**src/rtl/pipe_ctrl_if.sv**
```systemverilog
// Handshake bundle between the pipeline datapath and the pipeline sequencer.
interface pipe_ctrl_if;
  logic        jump_en_i;
  logic [31:0] jump_addr_i;
  logic        hold_ex_i;
  logic        mem_req_i;
  logic        mem_ack_i;
  logic        ex_is_load_i;
  logic [4:0]  ex_rd_i;
  logic [4:0]  id_rs1_i;
  logic [4:0]  id_rs2_i;
  logic        pc_jump_en_o;
  logic [31:0] pc_jump_addr_o;
  logic        stall_pc_o;
  logic        stall_if_id_o;
  logic        stall_id_ex_o;
  logic        flush_if_id_o;
  logic        flush_id_ex_o;
  logic        wdt_fault_o;

  // Datapath side: raises requests, consumes stall/flush/redirect controls.
  modport master (
    output jump_en_i, jump_addr_i, hold_ex_i, mem_req_i, mem_ack_i,
           ex_is_load_i, ex_rd_i, id_rs1_i, id_rs2_i,
    input  pc_jump_en_o, pc_jump_addr_o, stall_pc_o, stall_if_id_o,
           stall_id_ex_o, flush_if_id_o, flush_id_ex_o, wdt_fault_o
  );

  // Sequencer side.
  modport slave (
    input  jump_en_i, jump_addr_i, hold_ex_i, mem_req_i, mem_ack_i,
           ex_is_load_i, ex_rd_i, id_rs1_i, id_rs2_i,
    output pc_jump_en_o, pc_jump_addr_o, stall_pc_o, stall_if_id_o,
           stall_id_ex_o, flush_if_id_o, flush_id_ex_o, wdt_fault_o
  );
endinterface

```
**src/rtl/pipe_ctrl.sv**
```systemverilog
// Pipeline sequencer for the IF/ID/EX core: merges EX redirect, EX hold and
// data-bus wait into per-stage stall/flush controls, inserts load-use bubbles
// and watchdogs stuck stalls. Controls are combinational from state + inputs.
module pipe_ctrl #(
  parameter int unsigned FLUSH_LEN = 1,
  parameter int unsigned WDT_LIMIT = 256,
  parameter int unsigned CNT_W     = 9
) (
  input logic        clk,
  input logic        rst_n,
  pipe_ctrl_if.slave bus
);

  localparam int unsigned FL_W   = 4;
  localparam int unsigned ADDR_W = 32;

  typedef enum logic [1:0] {
    ST_RUN   = 2'd0,
    ST_STALL = 2'd1,
    ST_FLUSH = 2'd2,
    ST_FAULT = 2'd3
  } state_t;

  state_t              state;
  logic                pend_v;
  logic [ADDR_W-1:0]   pend_addr;
  logic [CNT_W-1:0]    wdt_cnt;
  logic [FL_W-1:0]     fl_cnt;

  logic                stall_src;
  logic                load_use;
  logic [CNT_W-1:0]    wdt_nxt;
  logic                wdt_hit;
  logic [ADDR_W-1:0]   redir_addr;

  logic                pc_jump_en;
  logic [ADDR_W-1:0]   pc_jump_addr;
  logic                stall_pc;
  logic                stall_if_id;
  logic                stall_id_ex;
  logic                flush_if_id;
  logic                flush_id_ex;
  logic                wdt_fault;

  // Stall source, load-use hazard, saturating watchdog step, redirect target.
  always_comb begin
    stall_src  = bus.hold_ex_i | (bus.mem_req_i & ~bus.mem_ack_i);
    load_use   = bus.ex_is_load_i && (bus.ex_rd_i != 5'd0) &&
                 ((bus.ex_rd_i == bus.id_rs1_i) || (bus.ex_rd_i == bus.id_rs2_i));
    wdt_nxt    = (wdt_cnt == {CNT_W{1'b1}}) ? wdt_cnt : wdt_cnt + CNT_W'(1);
    wdt_hit    = (WDT_LIMIT != 0) && (32'(wdt_nxt) >= WDT_LIMIT);
    redir_addr = pend_v ? pend_addr : bus.jump_addr_i;
  end

  // Control outputs; forced low while reset is asserted.
  always_comb begin
    pc_jump_en   = 1'b0;
    pc_jump_addr = '0;
    stall_pc     = 1'b0;
    stall_if_id  = 1'b0;
    stall_id_ex  = 1'b0;
    flush_if_id  = 1'b0;
    flush_id_ex  = 1'b0;
    wdt_fault    = 1'b0;
    if (rst_n) begin
      unique case (state)
        ST_RUN: begin
          if (stall_src) begin
            stall_pc    = 1'b1;
            stall_if_id = 1'b1;
            stall_id_ex = 1'b1;
          end else if (bus.jump_en_i) begin
            pc_jump_en   = 1'b1;
            pc_jump_addr = bus.jump_addr_i;
            flush_if_id  = 1'b1;
            flush_id_ex  = 1'b1;
          end else if (load_use) begin
            stall_pc    = 1'b1;
            stall_if_id = 1'b1;
            flush_id_ex = 1'b1;
          end
        end
        ST_STALL: begin
          if (stall_src) begin
            stall_pc    = 1'b1;
            stall_if_id = 1'b1;
            stall_id_ex = 1'b1;
          end else if (pend_v || bus.jump_en_i) begin
            pc_jump_en   = 1'b1;
            pc_jump_addr = redir_addr;
            flush_if_id  = 1'b1;
            flush_id_ex  = 1'b1;
          end
        end
        ST_FLUSH: begin
          flush_if_id = 1'b1;
          flush_id_ex = 1'b1;
          if (stall_src) begin
            stall_pc    = 1'b1;
            stall_if_id = 1'b1;
            stall_id_ex = 1'b1;
          end
        end
        ST_FAULT: begin
          stall_pc    = 1'b1;
          stall_if_id = 1'b1;
          stall_id_ex = 1'b1;
          flush_if_id = 1'b1;
          flush_id_ex = 1'b1;
          wdt_fault   = 1'b1;
        end
        default: ;
      endcase
    end
  end

  assign bus.pc_jump_en_o   = pc_jump_en;
  assign bus.pc_jump_addr_o = pc_jump_addr;
  assign bus.stall_pc_o     = stall_pc;
  assign bus.stall_if_id_o  = stall_if_id;
  assign bus.stall_id_ex_o  = stall_id_ex;
  assign bus.flush_if_id_o  = flush_if_id;
  assign bus.flush_id_ex_o  = flush_id_ex;
  assign bus.wdt_fault_o    = wdt_fault;

  // Sequencer state: mode, pending redirect, watchdog and flush counters.
  always_ff @(posedge clk or negedge rst_n) begin
    if (!rst_n) begin
      state     <= ST_RUN;
      pend_v    <= 1'b0;
      pend_addr <= '0;
      wdt_cnt   <= '0;
      fl_cnt    <= '0;
    end else begin
      wdt_cnt <= stall_src ? wdt_nxt : '0;
      unique case (state)
        ST_RUN: begin
          if (stall_src) begin
            if (bus.jump_en_i) begin
              pend_v    <= 1'b1;
              pend_addr <= bus.jump_addr_i;
            end
            state <= wdt_hit ? ST_FAULT : ST_STALL;
          end else if (bus.jump_en_i && (FLUSH_LEN > 1)) begin
            state  <= ST_FLUSH;
            fl_cnt <= FL_W'(FLUSH_LEN - 1);
          end
        end
        ST_STALL: begin
          if (stall_src) begin
            if (bus.jump_en_i && !pend_v) begin
              pend_v    <= 1'b1;
              pend_addr <= bus.jump_addr_i;
            end
            if (wdt_hit) state <= ST_FAULT;
          end else if ((pend_v || bus.jump_en_i) && (FLUSH_LEN > 1)) begin
            pend_v <= 1'b0;
            state  <= ST_FLUSH;
            fl_cnt <= FL_W'(FLUSH_LEN - 1);
          end else begin
            pend_v <= 1'b0;
            state  <= ST_RUN;
          end
        end
        ST_FLUSH: begin
          if (stall_src) begin
            if (wdt_hit) state <= ST_FAULT;
          end else begin
            fl_cnt <= fl_cnt - FL_W'(1);
            if (fl_cnt <= FL_W'(1)) state <= ST_RUN;
          end
        end
        ST_FAULT: state <= ST_FAULT;
        default:  state <= ST_RUN;
      endcase
    end
  end

endmodule
```
**src/flat_wrapper.sv**
```systemverilog
// flat-port wrapper written by rule: the top's interface ports become plain ports
module pipe_ctrl_flat 
#(
  parameter int unsigned FLUSH_LEN = 1,
  parameter int unsigned WDT_LIMIT = 256,
  parameter int unsigned CNT_W     = 9
)
  (clk, rst_n, bus_jump_en_i, bus_jump_addr_i, bus_hold_ex_i, bus_mem_req_i, bus_mem_ack_i, bus_ex_is_load_i, bus_ex_rd_i, bus_id_rs1_i, bus_id_rs2_i, bus_pc_jump_en_o, bus_pc_jump_addr_o, bus_stall_pc_o, bus_stall_if_id_o, bus_stall_id_ex_o, bus_flush_if_id_o, bus_flush_id_ex_o, bus_wdt_fault_o);
  pipe_ctrl_if bus_i ();
  input logic clk;
  input logic rst_n;
  input wire logic [$bits(bus_i.jump_en_i)-1:0] bus_jump_en_i;
  input wire logic [$bits(bus_i.jump_addr_i)-1:0] bus_jump_addr_i;
  input wire logic [$bits(bus_i.hold_ex_i)-1:0] bus_hold_ex_i;
  input wire logic [$bits(bus_i.mem_req_i)-1:0] bus_mem_req_i;
  input wire logic [$bits(bus_i.mem_ack_i)-1:0] bus_mem_ack_i;
  input wire logic [$bits(bus_i.ex_is_load_i)-1:0] bus_ex_is_load_i;
  input wire logic [$bits(bus_i.ex_rd_i)-1:0] bus_ex_rd_i;
  input wire logic [$bits(bus_i.id_rs1_i)-1:0] bus_id_rs1_i;
  input wire logic [$bits(bus_i.id_rs2_i)-1:0] bus_id_rs2_i;
  output wire logic [$bits(bus_i.pc_jump_en_o)-1:0] bus_pc_jump_en_o;
  output wire logic [$bits(bus_i.pc_jump_addr_o)-1:0] bus_pc_jump_addr_o;
  output wire logic [$bits(bus_i.stall_pc_o)-1:0] bus_stall_pc_o;
  output wire logic [$bits(bus_i.stall_if_id_o)-1:0] bus_stall_if_id_o;
  output wire logic [$bits(bus_i.stall_id_ex_o)-1:0] bus_stall_id_ex_o;
  output wire logic [$bits(bus_i.flush_if_id_o)-1:0] bus_flush_if_id_o;
  output wire logic [$bits(bus_i.flush_id_ex_o)-1:0] bus_flush_id_ex_o;
  output wire logic [$bits(bus_i.wdt_fault_o)-1:0] bus_wdt_fault_o;
  assign bus_i.jump_en_i = bus_jump_en_i;
  assign bus_i.jump_addr_i = bus_jump_addr_i;
  assign bus_i.hold_ex_i = bus_hold_ex_i;
  assign bus_i.mem_req_i = bus_mem_req_i;
  assign bus_i.mem_ack_i = bus_mem_ack_i;
  assign bus_i.ex_is_load_i = bus_ex_is_load_i;
  assign bus_i.ex_rd_i = bus_ex_rd_i;
  assign bus_i.id_rs1_i = bus_id_rs1_i;
  assign bus_i.id_rs2_i = bus_id_rs2_i;
  assign bus_pc_jump_en_o = bus_i.pc_jump_en_o;
  assign bus_pc_jump_addr_o = bus_i.pc_jump_addr_o;
  assign bus_stall_pc_o = bus_i.stall_pc_o;
  assign bus_stall_if_id_o = bus_i.stall_if_id_o;
  assign bus_stall_id_ex_o = bus_i.stall_id_ex_o;
  assign bus_flush_if_id_o = bus_i.flush_if_id_o;
  assign bus_flush_id_ex_o = bus_i.flush_id_ex_o;
  assign bus_wdt_fault_o = bus_i.wdt_fault_o;
  pipe_ctrl #(.FLUSH_LEN(FLUSH_LEN), .WDT_LIMIT(WDT_LIMIT), .CNT_W(CNT_W)) u_core (.clk(clk), .rst_n(rst_n), .bus(bus_i));
endmodule
```
**config.mk**
```make
export PLATFORM = sky130hd
export DESIGN_NAME = pipe_ctrl_flat
export DESIGN_NICKNAME = d
export VERILOG_FILES = /design/src/rtl/pipe_ctrl_if.sv /design/src/rtl/pipe_ctrl.sv /design/src/flat_wrapper.sv
export SDC_FILE = /design/constraint.sdc
export NUM_CORES = 1
export LEC_CHECK = 0
export ABC_AREA = 1
export CORE_ASPECT_RATIO = 1.1
export CORE_MARGIN = 1.5
export CORE_UTILIZATION = 48
export DETAILED_ROUTE_END_ITERATION = 7
export PLACE_DENSITY_LB_ADDON = 0.12
export SYNTH_ARGS = -nofsm -noshare
export SYNTH_HDL_FRONTEND = slang
export SYNTH_SLANG_ARGS = --single-unit
```
**constraint.sdc**
```tcl
create_clock -name clk -period 2 [get_ports clk]
set_clock_uncertainty 0.1 [all_clocks]
set_input_delay 0.4 -clock clk [delete_from_list [all_inputs] [get_ports clk]]
set_output_delay 0.4 -clock clk [all_outputs]
set_load 0.03 [all_outputs]
```
Word-level counts from Yosys, hierarchy flattened

Cells that the tools add are included.

Bits in registers: 48
Input port bits: 54
Output and inout bits: 39
Word-level logic and storage cells: 89

Add/sub/neg operators: 2
$lt $le $gt $ge: 2
Equality and inequality tests: 12
Muxes and demuxes: 48
Bitwise gates (word level): 4
Reduce and logical (&&, ||, !) cells: 16

Operators with widths:

| kind                                                                             | number |
|---|---|
| 32-bit 2-to-1 mux                                                                | 10 |
| 32-bit one-hot mux with 2 select lines                                           | 2 |
| 1-bit 2-to-1 mux                                                                 | 21 |
| 9-bit 2-to-1 mux                                                                 | 2 |
| 2-bit 2-to-1 mux                                                                 | 6 |
| 5-bit equality test                                                              | 2 |
| 9-bit by 1-bit adder with 9-bit output, second input constant                    | 1 |
| 9-bit equality test, second input constant                                       | 1 |
| 9-bit >= comparator, second input constant                                       | 1 |
| 1-bit one-hot mux with 3 select lines                                            | 3 |
| 2-bit one-hot mux with 4 select lines                                            | 1 |
| 2-bit by 1-bit inequality test with 1-bit output, second input constant          | 3 |
| 1-bit one-hot mux with 2 select lines                                            | 3 |
| 5-bit AND reduction                                                              | 1 |
| 5-bit nonzero test                                                               | 1 |
| 2-bit equality test, second input constant                                       | 2 |
| 4-bit by 1-bit less-or-equal comparator with 1-bit output, second input constant | 1 |
| 2-bit AND reduction                                                              | 2 |
| 4-bit AND reduction                                                              | 1 |
| 2-bit OR reduction                                                               | 2 |
| 4-bit by 1-bit subtractor with 4-bit output, second input constant               | 1 |
| 1-bit logical AND                                                                | 3 |
| 3-bit by 1-bit inequality test with 1-bit output, second input constant          | 1 |
| 3-bit inequality test, second input constant                                     | 1 |
| 10 further kinds                                                                 | 12 |

Depth between registers and ports, before layout

Gate-level depths: netlist of the first run.

Word-level depth: 8
Mapped depth: 11

Worst setup path after synthesis of the first run

Ideal clock, no wire load.

Kind: register to output
Start: reg u_core.state[0]
End: out bus_pc_jump_addr_o[30]
Arrival: 1,966 ps
Required time: 1,500 ps
Setup slack: -466 ps
Stages on the path, launching flop included: 9
Cells stage by stage: dfrtp_1 -> inv_1 -> ha_1 -> buf_6 -> inv_4 -> nor2_4 -> nand2_2 -> a21oi_1 -> and3_1

Longest elaborated chain between the ends: 3
Elaborated cells between the ends (all ways): 4
Those cells by class: 1 x eq/ne; 2 x mux; 1 x reduce/logical

RTL lines:

| item                                                                                       | line               | text |
|---|---|---|
| start: declaration                                                                         | pipe_ctrl.sv:24    | `state_t state;` |
| start signal: assignment                                                                   | pipe_ctrl.sv:143   | `state <= wdt_hit ? ST_FAULT : ST_STALL;` |
| 2-bit by 1-bit equality test with 1-bit output / 2-bit logical NOT (equally long branches) | pipe_ctrl.sv:66    | `unique case (state)` |
| 32-bit one-hot mux with 2 select lines *                                                   | pipe_ctrl.sv:66    |  |
| 32-bit 2-to-1 mux *                                                                        | pipe_ctrl.sv:65    | `if (rst_n) begin` |
| end: declaration                                                                           | flat_wrapper.sv:22 | `output wire logic [$bits(bus_i.pc_jump_addr_o)-1:0] bus_pc_jump_addr_o;` |

Mark *: on every way between the ends. The rest lies on a longest branch, timed or not.

Worst setup path after layout of the first run

Start: reg u_core.state[0]
End: out bus_pc_jump_addr_o[22]

Same word-level chain as after synthesis.

==> flow_metrics.tcl, run 1 <==
set metrics [dict create \
    status "complete, but fails checks" \
    violations "setup timing" \
    combPwrFrac 0.591 \
    detail_route.wl_per_cell_microns 16.2 \
    routed_wl_mm 10.3 \
    timing.setup.tns_ns -14.51 \
    whs_ns 0.149 \
    htree_levels 2 \
    syn_area_sq_um 3140 \
    grt_antenna_before_repair 0 \
    fin_crit_sh 1.24 \
    layout.cells.most_common "nand2_1" \
    final-setup-viol-count 38 \
    worstPathRequired_ns 1.50 \
    numCtsBuffers 5 \
    clkTransAtPathRegs_ns 0.09 \
    grt_overflow 0 \
    cts_tree "done" \
    synth_xor_area_frac 0.0223 \
    cp_max_fo 7 \
    p_int_w 0.00320 \
    synth-simple-area-share 0.249 \
    drt_iter0_drc 153 \
    slew_headroom 0.666 \
    vias 3342 \
    fillers 347 \
    syn_nets 491 \
    vias_per_cell 5.25 \
    ctsLongestPathBuffers 2 \
    grt_pass1_vias 3258 \
    tightest_slew_ns 0.501 \
    postSynthAreaPerCell_sq_um 7.31 \
    powerDensity_nw_per_um2 1070 \
    cts-root-buf "clkbuf_8" \
    cp.arrival_ns 1.97 \
    final_net_count 619 \
    use_met3 0.0448 \
    use_met2 0.524 \
    ant_nets 0 \
    place_congestion 0.821 \
    die_h_microns 87.9 \
    drive_gt1_frac 0.382 \
    dp_hpwl_mm 5.90 \
    synth_edf_count 0 \
    grt_use_met1 0.324 \
    die_w_microns 80.2 \
    ios 93 \
    p_total_w 0.00565 \
    max_freq_mhz 405 \
    worst_r2r_path_depth 8 \
    finalHoldViolCount 0 \
    synth_top_family_by_area "simple AND/OR/NAND/NOR gates" \
    firstDrtPassIters 4 \
    layout_setup_ws_ns -0.472 \
    synthAdderAreaFrac 0.0279 \
    yosys_most_used_dff "dfrtp_1" \
    coreArea_sq_um 6230 \
    synth.distinct_cells 35 \
    irDropWorstVdd_v 0.000753 \
    hold_path.class "in -> async" \
    start_util 0.504 \
    final_cell_mix "115 x nand2_1, 62 x inv_1, 48 x dfrtp_1" \
    rows 30 \
    synth-seq-cells 48 \
    grt-busiest-layer "met2" \
    max-cap-violations 0 \
    swShare 0.433 \
    yosysSeqAreaShare 0.382 \
    slew_violations 0 \
    critPathKind "reg -> out" \
    min_period_ns 2.47 \
    grt_max_degree 37 \
    p_sw_w 0.00245 \
    grt_pass1_wl_mm 15.2 \
    synthMuxAreaShare 0.00358 \
    grt_usage 0.278 \
    n_antenna_cell 0 \
    start_kind "flip-flop" \
    pre_cts_slack_ns -0.516 \
    cts.sinks 48 \
    power_frac_seq 0.288 \
    drc 0 \
    syn_inst 430 \
    async_reset_ff_frac 1.00 \
    insertion_delay_ns 0.30 \
    cp-end-kind "output port" \
    synth_compound_area_frac 0.181 \
    leakage_nw 2.46 \
    p_clk_frac 0.121 \
    yosys_warnings 0 \
    rsz0062_at_grt "true" \
    syn_to_final_growth_pct 68.6 \
    port_buffers 92 \
    die-area_sq_um 7040 \
]
-- layout make-up --
class | count | area, sq um | area share
clock buffers | 5 | 68.8 | 0.0130
multi-input cells | 294 | 2140 | 0.403
well taps | 80 | 100 | 0.0189
flip-flops and latches | 48 | 1200 | 0.227
inverters | 69 | 263 | 0.0496
clock inverters | 1 | 30.0 | 0.00567
repair buffers | 140 | 1500 | 0.283
-- what timing repair did --
action / 4_1_cts / 5_1_grt
pin swaps: 12 / 7
setup buffers: 7 / 5
hold buffers: 1 / 0
endpoints found under the setup margin: 38 / 38
gates resized for setup: 86 / 29
endpoints found under the hold margin: 8 / 0
gates cloned: 3 / 2
-- power groups by stage --
stage          Clock [W]  Sequential (W)  Combinational [W]
5_1_grt         0.000720         0.00166            0.00361
4_1_cts         0.000685         0.00159            0.00310
3_3_place_gp           0         0.00159            0.00260
2_1_floorplan          0         0.00156            0.00197
6_report        0.000682         0.00163            0.00334
3_5_place_dp           0         0.00161            0.00268
-- Yosys cell counts, types with 2 or more instances --
master / number / area [sq um]
buf_2: 3 / 15.0
dfrtp_1: 48 / 1200
o21ai_1: 9 / 45.0
xor2_1: 4 / 35.0
nand2_2: 4 / 25.0
nand3_1: 10 / 50.1
nor2_4: 2 / 22.5
xnor2_1: 4 / 35.0
buf_4: 2 / 15.0
buf_6: 10 / 113
clkbuf_1: 3 / 11.3
nor2_2: 3 / 18.8
o211ai_1: 2 / 15.0
nand2_1: 144 / 541
o21ai_0: 11 / 55.1
a21oi_1: 40 / 200
inv_1: 67 / 251
ha_1: 7 / 87.6
o21ai_2: 24 / 210
nor2_1: 14 / 52.6
nor3_1: 5 / 25.0
-- through the flow --
stage,utilization,instance area [sq um],cells
CTS,0.824,5140,632
finish,0.851,5300,637
floorplan,-,3540,430
global route,0.851,5300,637
detailed placement,0.744,4630,615
global placement,0.744,4630,615
-- path summary, 6_finish.rpt --
| path | slack [ns] | to | startpoint |
|---|---|---|---|
| max | -0.47 | bus_pc_jump_addr_o[22] | u_core.state[0] |
| min in group clk | 0.39 | u_core.pend_addr[29] | u_core.pend_addr[29] |
| max in group asynchronous | 0.76 | u_core.pend_addr[27] | rst_n |
| min | 0.15 | u_core.pend_addr[20] | rst_n |
| min reg2reg | 0.39 | u_core.pend_addr[29] | u_core.pend_addr[29] |
| max reg2reg | 0.16 | u_core.pend_addr[30] | u_core.state[0] |
-- flip-flops by register name, summed over array words and instances (netlist names) --
name / cells
u_core.pend_addr: 32
u_core.wdt_cnt: 9
u_core.fl_cnt: 4
u_core.state: 2
u_core.pend_v: 1
-- critical path, cell delays in order (launching register included) --
cell       delay (ns)
dfrtp_1          0.40
buf_4            0.14
ha_4             0.15
nand2_4          0.08
o21ai_4          0.21
buf_12           0.16
clkbuf_16        0.16
nand2_2          0.07
a21oi_4          0.14
buf_6            0.15
-- metal layers --
metal	routed length [microns]	up-vias	share of wire
li1	-	1594	-
met3	529	27	0.051
met1	3920	1605	0.38
met4	217	0	0.021
met5	0	-	0
met2	5640	116	0.55
-- logic make-up (layout without fill, tap and decap cells) --
| kind of cell | Yosys count | after routing |
|---|---|---|
| buffers and inverters | 88 | 215 |
| adders and majority gates | 7 | 7 |
| and+or+nand+nor | 188 | 188 |
| AOI/OAI and AO/OA | 90 | 90 |
| muxes | 1 | 1 |
| DFF | 48 | 48 |
| xor gates and xnor gates | 8 | 8 |
(Power assumes the default switching activity.)
==> run 2: changes to the inputs <==
- CTS_CLUSTER_DIAMETER: default -> 120
- GPL_TIMING_DRIVEN: default -> 1
- SLEW_MARGIN: default -> 30
==> results of run 2 <==
The final DEF is identical to that of run 1; final timing and power are the same.
